==> src/rtl/io_bus_arb_pkg.sv <==
// Shared constants and types for the MMIO bus arbiter and its address decoder.
package io_bus_arb_pkg;

  typedef enum logic [1:0] {
    ARB_IDLE  = 2'd0,
    ARB_GRANT = 2'd1,
    ARB_RESP  = 2'd2
  } arb_state_e;

  localparam logic IO_OP_READ  = 1'b0;
  localparam logic IO_OP_WRITE = 1'b1;

  typedef struct packed {
    logic [31:0] addr;
    logic        op;
    logic [3:0]  mask;
    logic [31:0] wdata;
  } io_req_t;

endpackage

==> src/rtl/io_bus_arb_if.sv <==
// Two-master request/ack channels plus the shared strobe-qualified peripheral bus.
interface io_bus_arb_if #(
  parameter int NUM_SLV = 4
);
  logic                   m0_req;
  logic [31:0]            m0_addr;
  logic                   m0_op;
  logic [3:0]             m0_mask;
  logic [31:0]            m0_wdata;
  logic                   m0_ack;
  logic                   m0_err;
  logic [31:0]            m0_rdata;

  logic                   m1_req;
  logic [31:0]            m1_addr;
  logic                   m1_op;
  logic [3:0]             m1_mask;
  logic [31:0]            m1_wdata;
  logic                   m1_ack;
  logic                   m1_err;
  logic [31:0]            m1_rdata;

  logic [31:0]            io_addr;
  logic                   io_op;
  logic [3:0]             io_mask;
  logic [31:0]            io_wdata;
  logic [NUM_SLV-1:0]     io_sel;
  logic [NUM_SLV*32-1:0]  slv_rdata;

  // The arbiter's view: it serves the masters and drives the peripherals.
  modport slave (
    input  m0_req, m0_addr, m0_op, m0_mask, m0_wdata,
    output m0_ack, m0_err, m0_rdata,
    input  m1_req, m1_addr, m1_op, m1_mask, m1_wdata,
    output m1_ack, m1_err, m1_rdata,
    output io_addr, io_op, io_mask, io_wdata, io_sel,
    input  slv_rdata
  );

  modport master (
    output m0_req, m0_addr, m0_op, m0_mask, m0_wdata,
    input  m0_ack, m0_err, m0_rdata,
    output m1_req, m1_addr, m1_op, m1_mask, m1_wdata,
    input  m1_ack, m1_err, m1_rdata,
    input  io_addr, io_op, io_mask, io_wdata, io_sel,
    output slv_rdata
  );
endinterface

==> src/rtl/io_addr_dec.sv <==
// Peripheral index field -> one-hot select plus out-of-range error; purely combinational.
module io_addr_dec #(
  parameter int NUM_SLV = 4,
  parameter int SEL_W   = 2
) (
  input  logic [SEL_W-1:0]   idx,
  output logic [NUM_SLV-1:0] sel,
  output logic               err
);

  assign err = (int'(idx) >= NUM_SLV);

  generate
    for (genvar gi = 0; gi < NUM_SLV; gi++) begin : g_sel
      assign sel[gi] = (int'(idx) == gi);
    end
  endgenerate

endmodule

==> src/rtl/io_bus_arb.sv <==
// Round-robin arbiter for two masters onto the single-cycle MMIO bus: IDLE -> GRANT -> RESP.
module io_bus_arb
  import io_bus_arb_pkg::*;
#(
  parameter int NUM_SLV = 4,
  parameter int SEL_LO  = 12,
  parameter int SEL_W   = 2
) (
  input  logic        clk,
  input  logic        rst,
  io_bus_arb_if.slave bus
);

  arb_state_e         state_reg;
  logic               last_gnt_reg;
  logic               owner_reg;
  io_req_t            lat_reg;
  logic [NUM_SLV-1:0] sel_reg;
  logic               op_reg;
  logic               err_reg;
  logic [31:0]        rdata_reg;
  logic [1:0]         ack_reg;

  io_req_t            m0_req_s;
  io_req_t            m1_req_s;
  io_req_t            pick_req;
  logic               pick;
  logic [NUM_SLV-1:0] dec_sel;
  logic               dec_err;
  logic [31:0]        slv_word [NUM_SLV];
  logic [31:0]        rd_mux;
  logic [31:0]        rd_next;

  assign m0_req_s = '{addr: bus.m0_addr, op: bus.m0_op, mask: bus.m0_mask, wdata: bus.m0_wdata};
  assign m1_req_s = '{addr: bus.m1_addr, op: bus.m1_op, mask: bus.m1_mask, wdata: bus.m1_wdata};

  // On a tie the master that did not win last time gets the bus.
  always_comb begin
    pick     = (bus.m0_req && bus.m1_req) ? ~last_gnt_reg : bus.m1_req;
    pick_req = pick ? m1_req_s : m0_req_s;
  end

  io_addr_dec #(
    .NUM_SLV (NUM_SLV),
    .SEL_W   (SEL_W)
  ) u_dec (
    .idx (pick_req.addr[SEL_LO+SEL_W-1:SEL_LO]),
    .sel (dec_sel),
    .err (dec_err)
  );

  generate
    for (genvar gi = 0; gi < NUM_SLV; gi++) begin : g_slv
      assign slv_word[gi] = bus.slv_rdata[32*gi +: 32];
    end
  endgenerate

  // sel_reg is all-zero on a decode error, so the mux naturally returns 0 then.
  always_comb begin
    rd_mux = '0;
    for (int k = 0; k < NUM_SLV; k++) begin
      if (sel_reg[k]) rd_mux = rd_mux | slv_word[k];
    end
    rd_next = (lat_reg.op == IO_OP_WRITE) ? '0 : rd_mux;
  end

  always_ff @(posedge clk) begin
    if (rst) begin
      state_reg    <= ARB_IDLE;
      last_gnt_reg <= 1'b1;
      owner_reg    <= 1'b0;
      lat_reg      <= '0;
      sel_reg      <= '0;
      op_reg       <= IO_OP_READ;
      err_reg      <= 1'b0;
      rdata_reg    <= '0;
      ack_reg      <= '0;
    end else begin
      case (state_reg)
        ARB_IDLE: begin
          ack_reg <= '0;
          if (bus.m0_req || bus.m1_req) begin
            lat_reg      <= pick_req;
            owner_reg    <= pick;
            last_gnt_reg <= pick;
            sel_reg      <= dec_sel;
            op_reg       <= pick_req.op & ~dec_err;
            err_reg      <= dec_err;
            state_reg    <= ARB_GRANT;
          end
        end
        ARB_GRANT: begin
          rdata_reg <= rd_next;
          sel_reg   <= '0;
          op_reg    <= IO_OP_READ;
          ack_reg   <= owner_reg ? 2'b10 : 2'b01;
          state_reg <= ARB_RESP;
        end
        ARB_RESP: begin
          ack_reg   <= '0;
          state_reg <= ARB_IDLE;
        end
        default: begin
          ack_reg   <= '0;
          sel_reg   <= '0;
          op_reg    <= IO_OP_READ;
          state_reg <= ARB_IDLE;
        end
      endcase
    end
  end

  assign bus.io_addr  = lat_reg.addr;
  assign bus.io_mask  = lat_reg.mask;
  assign bus.io_wdata = lat_reg.wdata;
  assign bus.io_op    = op_reg;
  assign bus.io_sel   = sel_reg;

  assign bus.m0_ack   = ack_reg[0];
  assign bus.m0_err   = ack_reg[0] & err_reg;
  assign bus.m0_rdata = ack_reg[0] ? rdata_reg : '0;
  assign bus.m1_ack   = ack_reg[1];
  assign bus.m1_err   = ack_reg[1] & err_reg;
  assign bus.m1_rdata = ack_reg[1] ? rdata_reg : '0;

endmodule

==> src/flat_wrapper.sv <==
// flat-port wrapper written by rule: the top's interface ports become plain ports
module io_bus_arb_flat import io_bus_arb_pkg::*;
#(
  parameter int NUM_SLV = 4,
  parameter int SEL_LO  = 12,
  parameter int SEL_W   = 2
)
  (clk, rst, bus_m0_req, bus_m0_addr, bus_m0_op, bus_m0_mask, bus_m0_wdata, bus_m0_ack, bus_m0_err, bus_m0_rdata, bus_m1_req, bus_m1_addr, bus_m1_op, bus_m1_mask, bus_m1_wdata, bus_m1_ack, bus_m1_err, bus_m1_rdata, bus_io_addr, bus_io_op, bus_io_mask, bus_io_wdata, bus_io_sel, bus_slv_rdata);
  io_bus_arb_if #(.NUM_SLV(NUM_SLV)) bus_i ();
  input  logic clk;
  input  logic rst;
  input wire logic [$bits(bus_i.m0_req)-1:0] bus_m0_req;
  input wire logic [$bits(bus_i.m0_addr)-1:0] bus_m0_addr;
  input wire logic [$bits(bus_i.m0_op)-1:0] bus_m0_op;
  input wire logic [$bits(bus_i.m0_mask)-1:0] bus_m0_mask;
  input wire logic [$bits(bus_i.m0_wdata)-1:0] bus_m0_wdata;
  output wire logic [$bits(bus_i.m0_ack)-1:0] bus_m0_ack;
  output wire logic [$bits(bus_i.m0_err)-1:0] bus_m0_err;
  output wire logic [$bits(bus_i.m0_rdata)-1:0] bus_m0_rdata;
  input wire logic [$bits(bus_i.m1_req)-1:0] bus_m1_req;
  input wire logic [$bits(bus_i.m1_addr)-1:0] bus_m1_addr;
  input wire logic [$bits(bus_i.m1_op)-1:0] bus_m1_op;
  input wire logic [$bits(bus_i.m1_mask)-1:0] bus_m1_mask;
  input wire logic [$bits(bus_i.m1_wdata)-1:0] bus_m1_wdata;
  output wire logic [$bits(bus_i.m1_ack)-1:0] bus_m1_ack;
  output wire logic [$bits(bus_i.m1_err)-1:0] bus_m1_err;
  output wire logic [$bits(bus_i.m1_rdata)-1:0] bus_m1_rdata;
  output wire logic [$bits(bus_i.io_addr)-1:0] bus_io_addr;
  output wire logic [$bits(bus_i.io_op)-1:0] bus_io_op;
  output wire logic [$bits(bus_i.io_mask)-1:0] bus_io_mask;
  output wire logic [$bits(bus_i.io_wdata)-1:0] bus_io_wdata;
  output wire logic [$bits(bus_i.io_sel)-1:0] bus_io_sel;
  input wire logic [$bits(bus_i.slv_rdata)-1:0] bus_slv_rdata;
  assign bus_i.m0_req = bus_m0_req;
  assign bus_i.m0_addr = bus_m0_addr;
  assign bus_i.m0_op = bus_m0_op;
  assign bus_i.m0_mask = bus_m0_mask;
  assign bus_i.m0_wdata = bus_m0_wdata;
  assign bus_m0_ack = bus_i.m0_ack;
  assign bus_m0_err = bus_i.m0_err;
  assign bus_m0_rdata = bus_i.m0_rdata;
  assign bus_i.m1_req = bus_m1_req;
  assign bus_i.m1_addr = bus_m1_addr;
  assign bus_i.m1_op = bus_m1_op;
  assign bus_i.m1_mask = bus_m1_mask;
  assign bus_i.m1_wdata = bus_m1_wdata;
  assign bus_m1_ack = bus_i.m1_ack;
  assign bus_m1_err = bus_i.m1_err;
  assign bus_m1_rdata = bus_i.m1_rdata;
  assign bus_io_addr = bus_i.io_addr;
  assign bus_io_op = bus_i.io_op;
  assign bus_io_mask = bus_i.io_mask;
  assign bus_io_wdata = bus_i.io_wdata;
  assign bus_io_sel = bus_i.io_sel;
  assign bus_i.slv_rdata = bus_slv_rdata;
  io_bus_arb #(.NUM_SLV(NUM_SLV), .SEL_LO(SEL_LO), .SEL_W(SEL_W)) u_core (.clk(clk), .rst(rst), .bus(bus_i));
endmodule
==> config.mk <==
export PLATFORM = sky130hd
export DESIGN_NAME = io_bus_arb_flat
export DESIGN_NICKNAME = d
export VERILOG_FILES = /design/src/rtl/io_bus_arb_pkg.sv /design/src/rtl/io_bus_arb_if.sv /design/src/rtl/io_addr_dec.sv /design/src/rtl/io_bus_arb.sv /design/src/flat_wrapper.sv
export SDC_FILE = /design/constraint.sdc
export NUM_CORES = 1
export LEC_CHECK = 0
export BUFFER_PORTS_ARGS = -buffer_cell sky130_fd_sc_hd__buf_2
export CORE_AREA = 4 4 157 159
export CTS_CLUSTER_DIAMETER = 80
export DETAILED_ROUTE_END_ITERATION = 16
export DIE_AREA = 0 0 161 163
export PLACE_DENSITY = 0.59
export SLEW_MARGIN = 20
export SYNTH_ARGS = -nofsm -noshare
export SYNTH_HDL_FRONTEND = slang
export SYNTH_HIERARCHICAL = 1
export SYNTH_SLANG_ARGS = --single-unit
==> constraint.sdc <==
create_clock -name clk -period 1.5 [get_ports clk]
set_input_delay 0.225 -clock clk [delete_from_list [all_inputs] [get_ports clk]]
set_output_delay 0.225 -clock clk [all_outputs]
set_load 0.05 [all_outputs]
==> flow_metrics.tcl <==
set metrics [dict create \
    edff_count_synth 0 \
    run_status "complete, no violations" \
    preCtsSetupSlack_ns -0.00326 \
    final.min_clock_period_ns 1.49 \
    ys_seq_area_share_pct 36.2 \
    area_growth_syn_to_layout_pct 52.3 \
    pin_count_of_the_biggest_net_entering_global_routing 45 \
    worst_setup_path_start_kind "flip-flop" \
    fillers 2384 \
    floorplan.initialDensity_pct 26.9 \
    die_w_um 161 \
    criticalPathCategory "flip-flop to primary output" \
    max-cap-violations 0 \
    clk-insertion-delay-late_ns 0.42 \
    overall_track_demand_over_capacity_in_global_routing_pct 18.8 \
    mappedNetlistNets 1070 \
    cts_tree "built" \
    critPathCaptureType "primary output" \
    coreArea_um2 23300 \
    viasPerCell 4.90 \
    min_period_over_period_pct 99.7 \
    place_inst 1412 \
    leak_pwr_uw 0.00440 \
    worst_setup_hold_path_clk_slew_ns 0.06 \
    yosys_warnings 6 \
    peakVddDrop_mv 0.635 \
    setup_viol 0 \
    grt_total_ovfl 0 \
    final-hold-violation-count 0 \
    drt_pre_antenna_iters 5 \
    grt_antenna_before_repair 3 \
    wire_length_of_the_first_global_routing_pass_um 38800 \
    cts-root-to-sink-buffers 2 \
    total_area_of_multi_input_combinational_cells_um2 3210 \
    post-synth-top-area-fraction_pct 36.2 \
    dpl.hpwl_um 19500 \
    post_layout_nonfiller_instances 1453 \
    netlist.top_cell.by_area "sky130_fd_sc_hd__dfxtp_1" \
    total_switching_power_uw 3600 \
    gp_routability_congestion 0.875 \
    ys_top_cells_by_count "sky130_fd_sc_hd__nand2_1 (174), sky130_fd_sc_hd__dfxtp_1 (113), sky130_fd_sc_hd__a21oi_1 (103)" \
    timing.clock.skew_ns 0.0124 \
    post_synth_arst_share_pct 0 \
    route.vias.total 7114 \
    port-buffer-count 410 \
    crit_path_max_fanout 34 \
    worst_hold_path_class "input port to flip-flop" \
    num_rows 56 \
    grt_pass1_vias 6888 \
    timing.final.max_slew_violations 0 \
    design.die.area_um2 26200 \
    pwr-share-seq_pct 32.9 \
    die_height_um 163 \
    rsz_0062_raised_after_global_routing "true" \
    clock_sinks 113 \
    synth-main-ff-cell "sky130_fd_sc_hd__dfxtp_1" \
    pwr-share-comb_pct 27.0 \
    fmaxAchievable_mhz 669 \
    hold_fix_buffer_count_after_cts 0 \
    cts_root_buffer "sky130_fd_sc_hd__clkbuf_16" \
    layout-drive-gt1-share_pct 45.1 \
    cell_area_after_synthesis_um2 6250 \
    postRouteWirelength_um 26600 \
    route.antenna.remaining_nets 0 \
    synth_most_common_cell "sky130_fd_sc_hd__nand2_1" \
    first_iter_violations 400 \
    power_density_nw_per_um2 1100 \
    ys_top_cells_by_area "sky130_fd_sc_hd__dfxtp_1 (36%), sky130_fd_sc_hd__nand2_1 (10%), sky130_fd_sc_hd__a311oi_1 (9.7%)" \
    cts-buffers-inserted 17 \
    register_area_um2 2270 \
    post_synth_inst_count 800 \
    switching_share_pct 34.6 \
    wl_per_cell_um 18.3 \
    top_level_ports 411 \
    cp.arrival_ns 1.27 \
    finalNetCount 1388 \
    synth_cell_type_count 31 \
    cts_max_level 4 \
    worst_ep_required_time_ns 1.27 \
    p_int_uw 6820 \
    synth.ff_latch_count 113 \
    clkPwrFrac_pct 40.0 \
    post_route_worst_setup_slack_ns 0.00518 \
    syn_avg_cell_area_um2 7.81 \
    drc_errors 0 \
]
[cells in the final DEF, fill, tap and decap left out, types with 3 or more instances in the layout]
cell type                   instances
sky130_fd_sc_hd__buf_4             19
sky130_fd_sc_hd__dfxtp_1          106
sky130_fd_sc_hd__a311oi_1          63
sky130_fd_sc_hd__clkbuf_16         18
sky130_fd_sc_hd__buf_8              6
sky130_fd_sc_hd__nand2_1          174
sky130_fd_sc_hd__a21oi_1          103
sky130_fd_sc_hd__buf_6             63
sky130_fd_sc_hd__diode_2            3
sky130_fd_sc_hd__nor2_1             4
sky130_fd_sc_hd__clkinv_4           5
sky130_fd_sc_hd__dfxtp_2            7
sky130_fd_sc_hd__inv_6              3
sky130_fd_sc_hd__a22o_1            68
sky130_fd_sc_hd__buf_2            339
sky130_fd_sc_hd__o21ai_0           34
sky130_fd_sc_hd__buf_12            18
sky130_fd_sc_hd__a311oi_2           6
sky130_fd_sc_hd__and2_4             9
sky130_fd_sc_hd__and2_1            58
[metrics by stage]
stage | TNS [ns] | power (µW) | util, % | cell area, µm² | hold WS, ns
floorplan | 0 | 5480 | - | 6260 | 0.385
global placement | 0 | 6230 | 35.8 | 8320 | 0.428
detailed placement | -0.00326 | 6250 | 35.8 | 8320 | 0.433
CTS | -0.0320 | 10500 | 40.1 | 9320 | 0.0408
global route | -1.98 | 10900 | 40.9 | 9520 | 0.0544
finish | 0 | 10400 | 40.9 | 9520 | 0.0684
[worst max-delay path, stage by stage (launching register included)]
cell	delay [ns]
sky130_fd_sc_hd__dfxtp_2	0.33
sky130_fd_sc_hd__buf_12	0.17
sky130_fd_sc_hd__and2_1	0.18
sky130_fd_sc_hd__buf_6	0.17
[final timing paths]
| check | startpoint | to | slack [ns] | depth (start not counted) |
|---|---|---|---|---|
| max | u_core/ack_reg[1] | bus_m1_rdata[0] | 0.005 | 3 |
| min | bus_m1_wdata[3] | u_core/bus.io_wdata[3] | 0.07 | 3 |
| max reg2reg | u_core/last_gnt_reg | u_core/bus.io_op | 0.05 | 4 |
| min reg2reg | u_core/owner_reg | u_core/ack_reg[0] | 0.44 | 1 |
[metal layers]
| metal | track usage, % | up-vias | part of all wire (%) |
|---|---|---|---|
| met5 | 0 | - | 0 |
| met4 | 6.90 | 0 | 2.5 |
| met3 | 5.19 | 40 | 8.1 |
| met2 | 31.5 | 352 | 49 |
| met1 | 23.2 | 3305 | 40 |
| li1 | - | 3417 | - |
[kinds of logic (layout without fill, tap and decap cells)]
group | Yosys count | in the layout | synth area share [%]
AO/OA/AOI/OAI | 279 | 279 | 31.0
multiplexers | 1 | 1 | 0.180
flip-flops | 113 | 113 | 36.2
buffers and inverters | 148 | 479 | 13.8
other | 1 | 4 | 0.0600
AND/OR/NAND/NOR | 258 | 258 | 18.8
[power by group through the flow]
| stage | Clock (µW) | Sequential, µW | Combinational (µW) |
|---|---|---|---|
| after floorplan | 0 | 3480 | 2000 |
| after global placement | 0 | 3500 | 2730 |
| after detailed placement | 0 | 3490 | 2750 |
| after CTS | 4270 | 3440 | 2770 |
| after global routing | 4410 | 3470 | 3010 |
| final | 4170 | 3440 | 2820 |
[timing repair]
item	4_1_cts	5_1_grt
buffers inserted	2	3
resized for setup	124	38
gates cloned	0	1
pin swaps	1	6
setup endpoints to repair	72	93
[layout make-up]
type / count / area share [%]
Antenna cell: 3 / 0.0789
Clock inverter: 13 / 1.58
Timing Repair Buffer: 446 / 31.8
Inverter: 1 / 0.0394
Sequential cell: 113 / 23.9
Clock buffer: 19 / 4.76
Tap cell: 319 / 4.19
Multi-Input combinational cell: 539 / 33.7
(Power assumes the default switching activity.)
